===== config.mk =====
export PLATFORM = sky130hd
export DESIGN_NAME = chip_74161n_emu
export DESIGN_NICKNAME = d
export VERILOG_FILES = /design/src/rtl/chip_74161n_emu.sv
export SDC_FILE = /design/constraint.sdc
export NUM_CORES = 1
export LEC_CHECK = 0
export ABC_CLOCK_PERIOD_IN_PS = 4850
export CORE_MARGIN = 2
export CORE_UTILIZATION = 53
export CTS_BUF_LIST = sky130_fd_sc_hd__clkbuf_16
export DETAILED_ROUTE_END_ITERATION = 12
export HOLD_SLACK_MARGIN = 0.1
export PLACE_DENSITY = 0.8
export SYNTH_ARGS = -nofsm -noshare
export SYNTH_HDL_FRONTEND = slang
export SYNTH_SLANG_ARGS = --single-unit

===== constraint.sdc =====
create_clock -name Clk -period 4.85 [get_ports Clk]
set_clock_uncertainty 0.05 [all_clocks]
set_input_delay 0.485 -clock Clk [delete_from_list [all_inputs] [get_ports Clk]]
set_output_delay 0.485 -clock Clk [all_outputs]
set_load 0.01 [all_outputs]

===== src/rtl/chip_74161n_emu.sv =====
// chip_74161n_emu: responder-side emulation of a 74161 4-bit synchronous binary counter on
// the pin bus a chip checker drives and samples, so checker FSMs can be exercised without
// a physical IC in the socket.
//
// All pin inputs pass through SYNC_STAGES flops into the Clk domain. The checker's pin clock
// (Pin2) is rising-edge detected against the previous synced value. The detector is masked
// for SYNC_STAGES+1 Clk cycles after Reset releases, so a Pin2 already high is not counted.
//
// Ports:
//   Clk       system clock
//   Reset     asynchronous active-low reset
//   Pin1      CLR_n   (clear, active low)
//   Pin2      CLK     (pin clock from the checker)
//   Pin3..6   A..D    (parallel load data, bit 0..3)
//   Pin7      ENP     (count enable P)
//   Pin9      LOAD_n  (synchronous load, active low)
//   Pin10     ENT     (count enable T, also gates RCO)
//   Pin11..14 QD..QA  (count outputs, bit 3..0)
//   Pin15     RCO     (ripple carry out)
//   Fault_En  fault injection select, present only when CHIP_EMU_FAULT_EN is defined
//
// Optional feature macro: CHIP_EMU_FAULT_EN. When defined, Fault_En=1 inverts the output pin
// for Q[FAULT_BIT]; internal Q and RCO are unaffected.

module chip_74161n_emu #(
  parameter int unsigned SYNC_STAGES = 2,  // 2..4
  parameter int unsigned FAULT_BIT   = 0   // 0=QA .. 3=QD
) (
  input  logic Clk,
  input  logic Reset,
  input  logic Pin1,
  input  logic Pin2,
  input  logic Pin3,
  input  logic Pin4,
  input  logic Pin5,
  input  logic Pin6,
  input  logic Pin7,
  input  logic Pin9,
  input  logic Pin10,
`ifdef CHIP_EMU_FAULT_EN
  input  logic Fault_En,
`endif
  output logic Pin11,
  output logic Pin12,
  output logic Pin13,
  output logic Pin14,
  output logic Pin15
);

  localparam int unsigned NumIn      = 9;
  localparam int unsigned WarmCycles = SYNC_STAGES + 1;

  // Bit positions of each pin in the synchronizer vector.
  localparam int unsigned IdxClr  = 0;
  localparam int unsigned IdxClk  = 1;
  localparam int unsigned IdxA    = 2;
  localparam int unsigned IdxEnp  = 6;
  localparam int unsigned IdxLoad = 7;
  localparam int unsigned IdxEnt  = 8;

  logic [NumIn-1:0] pins_raw;
  logic [NumIn-1:0] sync_q [SYNC_STAGES];
  logic [NumIn-1:0] synced;

  logic       prev_clk_q;
  logic [2:0] warm_q, warm_d;
  logic       warm_done;
  logic       rise;

  logic [3:0] q_q, q_d;
  logic       rco;
  logic       fault_active;
  logic [3:0] fault_mask;
  logic [3:0] q_pins;

  assign pins_raw = {Pin10, Pin9, Pin7, Pin6, Pin5, Pin4, Pin3, Pin2, Pin1};
  assign synced   = sync_q[SYNC_STAGES-1];

  always_ff @(posedge Clk or negedge Reset) begin
    if (!Reset) begin
      for (int i = 0; i < SYNC_STAGES; i++) begin
        sync_q[i] <= '0;
      end
    end else begin
      sync_q[0] <= pins_raw;
      for (int i = 1; i < SYNC_STAGES; i++) begin
        sync_q[i] <= sync_q[i-1];
      end
    end
  end

  // Warm-up counter saturates at WarmCycles; the rise detector is live only once it does.
  assign warm_done = (warm_q == 3'(WarmCycles));
  assign warm_d    = warm_done ? warm_q : warm_q + 3'd1;
  assign rise      = warm_done & synced[IdxClk] & ~prev_clk_q;

  always_comb begin
    q_d = q_q;
    if (!synced[IdxClr]) begin
      // Clear dominates; a rise seen while clear is held is simply dropped.
      q_d = 4'h0;
    end else if (rise && !synced[IdxLoad]) begin
      q_d = synced[IdxA +: 4];
    end else if (rise && synced[IdxEnp] && synced[IdxEnt]) begin
      q_d = q_q + 4'h1;
    end
  end

  always_ff @(posedge Clk or negedge Reset) begin
    if (!Reset) begin
      q_q        <= 4'h0;
      prev_clk_q <= 1'b0;
      warm_q     <= 3'd0;
    end else begin
      q_q        <= q_d;
      prev_clk_q <= synced[IdxClk];
      warm_q     <= warm_d;
    end
  end

  // RCO follows registered Q and synced ENT; it does not wait for a pin clock.
  assign rco = synced[IdxEnt] & (q_q == 4'hF);

`ifdef CHIP_EMU_FAULT_EN
  assign fault_active = Fault_En;
`else
  assign fault_active = 1'b0;
`endif

  assign fault_mask = fault_active ? (4'b0001 << FAULT_BIT) : 4'b0000;
  assign q_pins     = q_q ^ fault_mask;

  assign Pin11 = q_pins[3];
  assign Pin12 = q_pins[2];
  assign Pin13 = q_pins[1];
  assign Pin14 = q_pins[0];
  assign Pin15 = rco;

endmodule


==> results of run 1 <==
metal layers:
| layer | GRT usage | vias to the layer above | share of wire |
|---|---|---|---|
| met5 | 0 | - | 0 |
| met4 | 0.109 | 0 | 0.028 |
| met3 | 0.0471 | 6 | 0.042 |
| met2 | 0.244 | 22 | 0.45 |
| met1 | 0.211 | 253 | 0.48 |
| li1 | - | 260 | - |
cell type report:
cell class / count / area share
Tap cell: 25 / 0.0263
Multi-Input combinational cell: 34 / 0.227
Timing Repair Buffer: 15 / 0.126
Inverter: 3 / 0.00947
Sequential cell: 26 / 0.547
Clock buffer: 3 / 0.0632
final timing paths:
| check | end | slack, ns | depth (start not counted) |
|---|---|---|---|
| setup / recovery | Pin15 | 2.71 | 3 |
| hold / removal | synced[1] | 0.30 | 0 |
| setup reg to reg | q_pins[2] | 3.07 | 5 |
| hold reg to reg | synced[1] | 0.30 | 0 |
| max in group asynchronous | q_pins[3] | 3.31 | 1 |
| min in group asynchronous | q_pins[0] | 0.78 | 1 |
synthesized netlist by cell type:
| cell | n | area [um2] |
|---|---|---|
| mux2i_1 | 4 | 40.0 |
| and4_1 | 1 | 8.76 |
| a211oi_1 | 2 | 15.0 |
| nor2_1 | 1 | 3.75 |
| nand3_1 | 2 | 10.0 |
| a21boi_2 | 1 | 11.3 |
| mux2_1 | 1 | 11.3 |
| xnor2_1 | 1 | 8.76 |
| o21ai_0 | 1 | 5.00 |
| a21bo_2 | 1 | 10.0 |
| buf_6 | 1 | 11.3 |
| dfrtp_1 | 26 | 651 |
| inv_1 | 3 | 11.3 |
| a311o_1 | 1 | 10.0 |
| o22ai_1 | 2 | 12.5 |
| nand2_1 | 5 | 18.8 |
| nand3b_1 | 2 | 15.0 |
| and4b_1 | 1 | 10.0 |
| a21oi_1 | 2 | 10.0 |
| nand4bb_2 | 1 | 16.3 |
| nor3b_1 | 1 | 7.51 |
| ha_1 | 3 | 37.5 |
| and3b_1 | 1 | 8.76 |
registers in the layout (all words and copies together), names as in the netlist:
signal,count
sync_q,9
warm_q,3
q_pins,4
prev_clk_q,1
synced,9
critical path, cell delays in order (launching register included):
cell and delay [ns]:
dfrtp_1 0.43, ha_1 0.21, and4_1 0.18, clkdlybuf4s50_1 0.52
per-stage QoR:
| stage | std cells | utilization | setup WS [ns] | instance area [um2] |
|---|---|---|---|---|
| after detailed placement | 103 | 0.652 | 2.99 | 1110 |
| after global placement | 103 | 0.652 | 3.04 | 1110 |
| after CTS | 106 | 0.696 | 2.70 | 1190 |
| after floorplan | 64 | - | 3.26 | 943 |
| after global routing | 106 | 0.696 | 2.64 | 1190 |
| final | 106 | 0.696 | 2.71 | 1190 |
power by group:
group / switching (mW) / leakage [nW] / internal (mW)
logic: 0.0124 / 0.179 / 0.0176
registers: 0.00801 / 0.307 / 0.227
clock network: 0.0616 / 0.0370 / 0.109
cell families (layout without fill, tap and decap cells):
| family | after synthesis | in the layout | share of synthesized area |
|---|---|---|---|
| buf+inv | 4 | 21 | 0.0239 |
| flops | 26 | 26 | 0.690 |
| fa+ha+maj | 3 | 3 | 0.0398 |
| xor+xnor | 1 | 1 | 0.00929 |
| mux | 5 | 5 | 0.0544 |
| simple gates | 15 | 15 | 0.105 |
| compound gates | 10 | 10 | 0.0782 |
==> summary.md, run 1 <==
| Metric | Value |
|---|---|
| CTS-repair resized insts | `0` |
| CTS max path bufs | `2` |
| Area growth from synthesis to layout | `26.0%` |
| Largest net degree at the start of global routing | `27` |
| Routed wire length | `1.42 mm` |
| Cell area after synthesis | `943 um2` |
| Port bufs | `15` |
| Crit path launch | `q_pins[0]` |
| Clock Latency Late Sink | `0.25 ns` |
| Pwr dens | `367 nW/um2` |
| HPWL after DPL | `1.02 mm` |
| F_max | `467 MHz` |
| Post-Syn Area per Cell | `14.7 um2` |
| Initial antenna violation count | `0` |
| Reg clk slew, reported paths | `0.06 ns` |
| RSZ-0062 raised after global routing | `false` |
| Reg2reg start | `warm_q[0]` |
| Flops & latches, synth | `26` |
| Setup Viol. Count Final | `0` |
| CTS Buf Count | `3` |
| Clock H-tree levels | `1` |
| Rel. slew slack | `0.264` |
| TritonCTS clock tree | `built` |
| DRC errors left | `0` |
| Post-synthesis sequential area ratio | `0.690` |
| Post-CTS Setup Bufs | `0` |
| Max-slew violations | `0` |
| CTS Root Cell | `clkbuf_16` |
| Worst-margin pin slew | `1.10 ns` |
| Worst Path Arrival | `1.60 ns` |
| Leakage | `0.523 nW` |
| Post-DRT Antenna Nets | `0` |
| Routability cong. | `0.866` |
| WHS | `0.296 ns` |
| Crit start category | `flop` |
| Fin. Hold Viols | `0` |
| Initial core utilization | `0.552` |
| Crit. End Element | `output pin` |
| Worst-path maximum fanout | `6` |
| Number of global-route vias before repair | `542` |
| Total power | `0.436 mW` |
| Synth unique cells | `23` |
| Count of TritonRoute iterations in the first routing pass | `4` |
| Tmin final | `2.14 ns` |
| Hold crit path type | `flop to flop` |
| Synth warn | `0` |
| Synth Instances | `64` |
| Final-layout fill cell count | `112` |
| Vias | `541` |
| CP Data Required Time | `4.32 ns` |
| Standard-cell rows | `15` |
| WS Path Type | `flop to output pin` |
| TNS Setup | `0 ns` |
| Die Height | `46.2 um` |
| Per-cell routed wire length | `13.4 um` |
| Total GRT Usage | `0.165` |
| Die Wd | `46.2 um` |
| Combined area of the multi-input logic cells | `270 um2` |
| CTS Hold Bufs | `0` |
| Core Area | `1710 um2` |
| FF/Latch Area | `651 um2` |
| First-pass GRT wire length | `2.35 mm` |
| Most frequent cells in the layout | `dfrtp_1, clkdlybuf4s50_1, nand2_1` |
| Outcome | `finished clean` |
| Die area | `2130 um2` |
| ANT cells | `0` |
| CTS Sinks | `26` |
| Final worst-path cycle share | `0.441` |
| Top Ports | `16` |
| Worst hold start | `sync_q[10]` |
| Fraction of layout instances using a drive strength above 1 | `0.0741` |
| Syn_nets | `78` |
| Total gr overflow | `0` |
| VDD IR max | `0.307 mV` |
| Avg Vias per Cell | `5.10` |
| Initial DRC count | `4` |
| Max-cap violations | `0` |
| Most common cell after layout, fill and taps aside | `dfrtp_1` |
| Final #Nets | `97` |
Note: power is estimated with default switching activity, not from simulation.
==> run 2: changes to the inputs <==
==> config.mk (replaced) <==
export PLATFORM = sky130hd
export DESIGN_NAME = chip_74161n_emu
export DESIGN_NICKNAME = d
export VERILOG_FILES = /design/src/rtl/chip_74161n_emu.sv
export SDC_FILE = /design/constraint.sdc
export NUM_CORES = 1
export LEC_CHECK = 0
export ABC_CLOCK_PERIOD_IN_PS = 2200
export CORE_MARGIN = 2
export CORE_UTILIZATION = 50
export CTS_BUF_LIST = sky130_fd_sc_hd__clkbuf_16
export DETAILED_ROUTE_END_ITERATION = 12
export HOLD_SLACK_MARGIN = 0.1
export PLACE_DENSITY = 0.76
export SYNTH_ARGS = -nofsm -noshare
export SYNTH_HDL_FRONTEND = slang
export SYNTH_SLANG_ARGS = --single-unit
==> constraint.sdc (replaced) <==
create_clock -name Clk -period 2.2 [get_ports Clk]
set_clock_uncertainty 0.05 [all_clocks]
set_input_delay 0.22 -clock Clk [delete_from_list [all_inputs] [get_ports Clk]]
set_output_delay 0.22 -clock Clk [all_outputs]
set_load 0.01 [all_outputs]
==> summary.md, run 2 (synthesis results as in run 1) <==
| Metric | Value |
|---|---|
| Outcome | `finished clean` |
| Post-DRT Antenna Nets | `0` |
| Worst Path Arrival | `1.61 ns` |
| CTS Sinks | `26` |
| Largest net degree at the start of global routing | `27` |
| WHS | `0.265 ns` |
| Die area | `2250 um2` |
| First-pass GRT wire length | `2.59 mm` |
| Worst-margin pin slew | `0.308 ns` |
| TritonCTS clock tree | `built` |
| CTS Root Cell | `clkbuf_16` |
| Count of TritonRoute iterations in the first routing pass | `4` |
| Total gr overflow | `0` |
| Final worst-path cycle share | `0.857` |
| TNS Setup | `0 ns` |
| Top Ports | `16` |
| Vias | `572` |
| R2R Path End | `q_pins[2]` |
| Die Wd | `47.4 um` |
| CTS Buf Count | `3` |
| Routability cong. | `0.844` |
| Reg2reg start | `warm_q[0]` |
| Standard-cell rows | `15` |
| Internal | `0.903 mW` |
| Per-cell routed wire length | `13.9 um` |
| Net Switching | `0.197 mW` |
| Post-CTS Setup Bufs | `0` |
| RSZ-0062 raised after global routing | `false` |
| CP Data Required Time | `1.93 ns` |
| Setup Viol. Count Final | `0` |
| Comb pwr share | `0.061` |
| VDD IR max | `0.657 mV` |
| Leakage | `0.542 nW` |
| Clock share of power | `0.466` |
| CTS Hold Bufs | `0` |
| Hold crit path type | `primary input to asynchronous set/reset pin` |
| CTS-repair resized insts | `0` |
| Initial DRC count | `5` |
| WS Path Type | `flop to output pin` |
| Pwr dens | `897 nW/um2` |
| Final #Nets | `98` |
| Clock Latency Late Sink | `0.26 ns` |
| Rel. slew slack | `0.795` |
| CTS max path bufs | `2` |
| Most frequent cells in the layout | `dfrtp_1, clkdlybuf4s50_1, nand2_1` |
| Most common cell after layout, fill and taps aside | `dfrtp_1` |
| Crit start category | `flop` |
| Switching share of power | `0.179` |
| Fraction of layout instances using a drive strength above 1 | `0.0964` |
| F_max | `531 MHz` |
| Sequential share of power | `0.473` |
| Tmin final | `1.88 ns` |
| Crit. End Element | `output pin` |
| ANT cells | `0` |
| Initial antenna violation count | `0` |
| Total GRT Usage | `0.176` |
| Die Height | `47.4 um` |
| Reg clk slew, reported paths | `0.06 ns` |
| Final-layout fill cell count | `118` |
| Max-cap violations | `0` |
| Clock H-tree levels | `1` |
| Core Area | `1750 um2` |
| Avg Vias per Cell | `5.30` |
| Dpl cell area | `1120 um2` |
| DRC errors left | `0` |
| Max-slew violations | `0` |
| R2r setup slk | `0.47 ns` |
| Fin. Hold Viols | `0` |
| Worst-path maximum fanout | `6` |
| Fin area | `1230 um2` |
| Initial core utilization | `0.541` |
| Routed wire length | `1.50 mm` |
| Number of global-route vias before repair | `572` |
| Area growth from synthesis to layout | `30.0%` |
| Port bufs | `15` |
| Reg2reg path depth | `5` |
-- run 2: cell types whose count changed in the layout (fill, tap and decap cells not counted), sizes merged --
| cell | change |
|---|---|
| bufinv | +1 |
| buf | +1 |
-- run 2: worst max path at each step --
stage / from / to / slack [ns] / cells past startpoint
2_1_floorplan: warm_q[0] / q_pins[2] / 0.61 / 6
6_report: q_pins[0] / Pin15 / 0.32 / 3
4_1_cts: q_pins[0] / Pin15 / 0.31 / 3
3_5_place_dp: warm_q[0] / q_pins[2] / 0.47 / 5
5_1_grt: q_pins[0] / Pin15 / 0.23 / 3
3_3_place_gp: warm_q[0] / q_pins[2] / 0.54 / 5
-- run 2: stage by stage --
step | setup slack [ns] | std cells | utilization | power [mW]
floorplan | 0.608 | 64 | - | 0.550
global placement | 0.536 | 104 | 0.642 | 0.592
detailed placement | 0.473 | 104 | 0.642 | 0.595
CTS | 0.305 | 108 | 0.703 | 1.12
global route | 0.225 | 108 | 0.703 | 1.15
finish | 0.315 | 108 | 0.703 | 1.10
-- run 2: final cells by class --
| type | instances | area (um2) | area share |
|---|---|---|---|
| Inverter | 3 | 11.3 | 0.00918 |
| Tap cell | 25 | 31.3 | 0.0255 |
| Clock buffer | 3 | 75.1 | 0.0612 |
| Clock inverter | 1 | 30.0 | 0.0245 |
| Timing Repair Buffer | 16 | 158 | 0.129 |
| Sequential cell | 26 | 651 | 0.531 |
| Multi-Input combinational cell | 34 | 270 | 0.220 |
-- run 2: power groups by stage --
stage / Clock, mW / Combinational, mW / Sequential, mW
2_1_floorplan: 0 / 0.0252 / 0.525
3_3_place_gp: 0 / 0.0661 / 0.526
3_5_place_dp: 0 / 0.0674 / 0.527
4_1_cts: 0.529 / 0.0681 / 0.520
5_1_grt: 0.550 / 0.0749 / 0.522
6_report: 0.513 / 0.0671 / 0.520
-- run 2: routing by layer --
metal | track usage | up-vias | share of wire
met1 | 0.209 | 283 | 0.40
met2 | 0.281 | 19 | 0.51
li1 | - | 263 | -
met5 | 0 | - | 0
met3 | 0.0528 | 7 | 0.061
met4 | 0.111 | 0 | 0.028
-- run 2: worst max-delay path, stage by stage (launching register included) --
cell and delay, ns:
dfrtp_1 0.44, ha_1 0.21, and4_1 0.18, clkdlybuf4s50_1 0.53
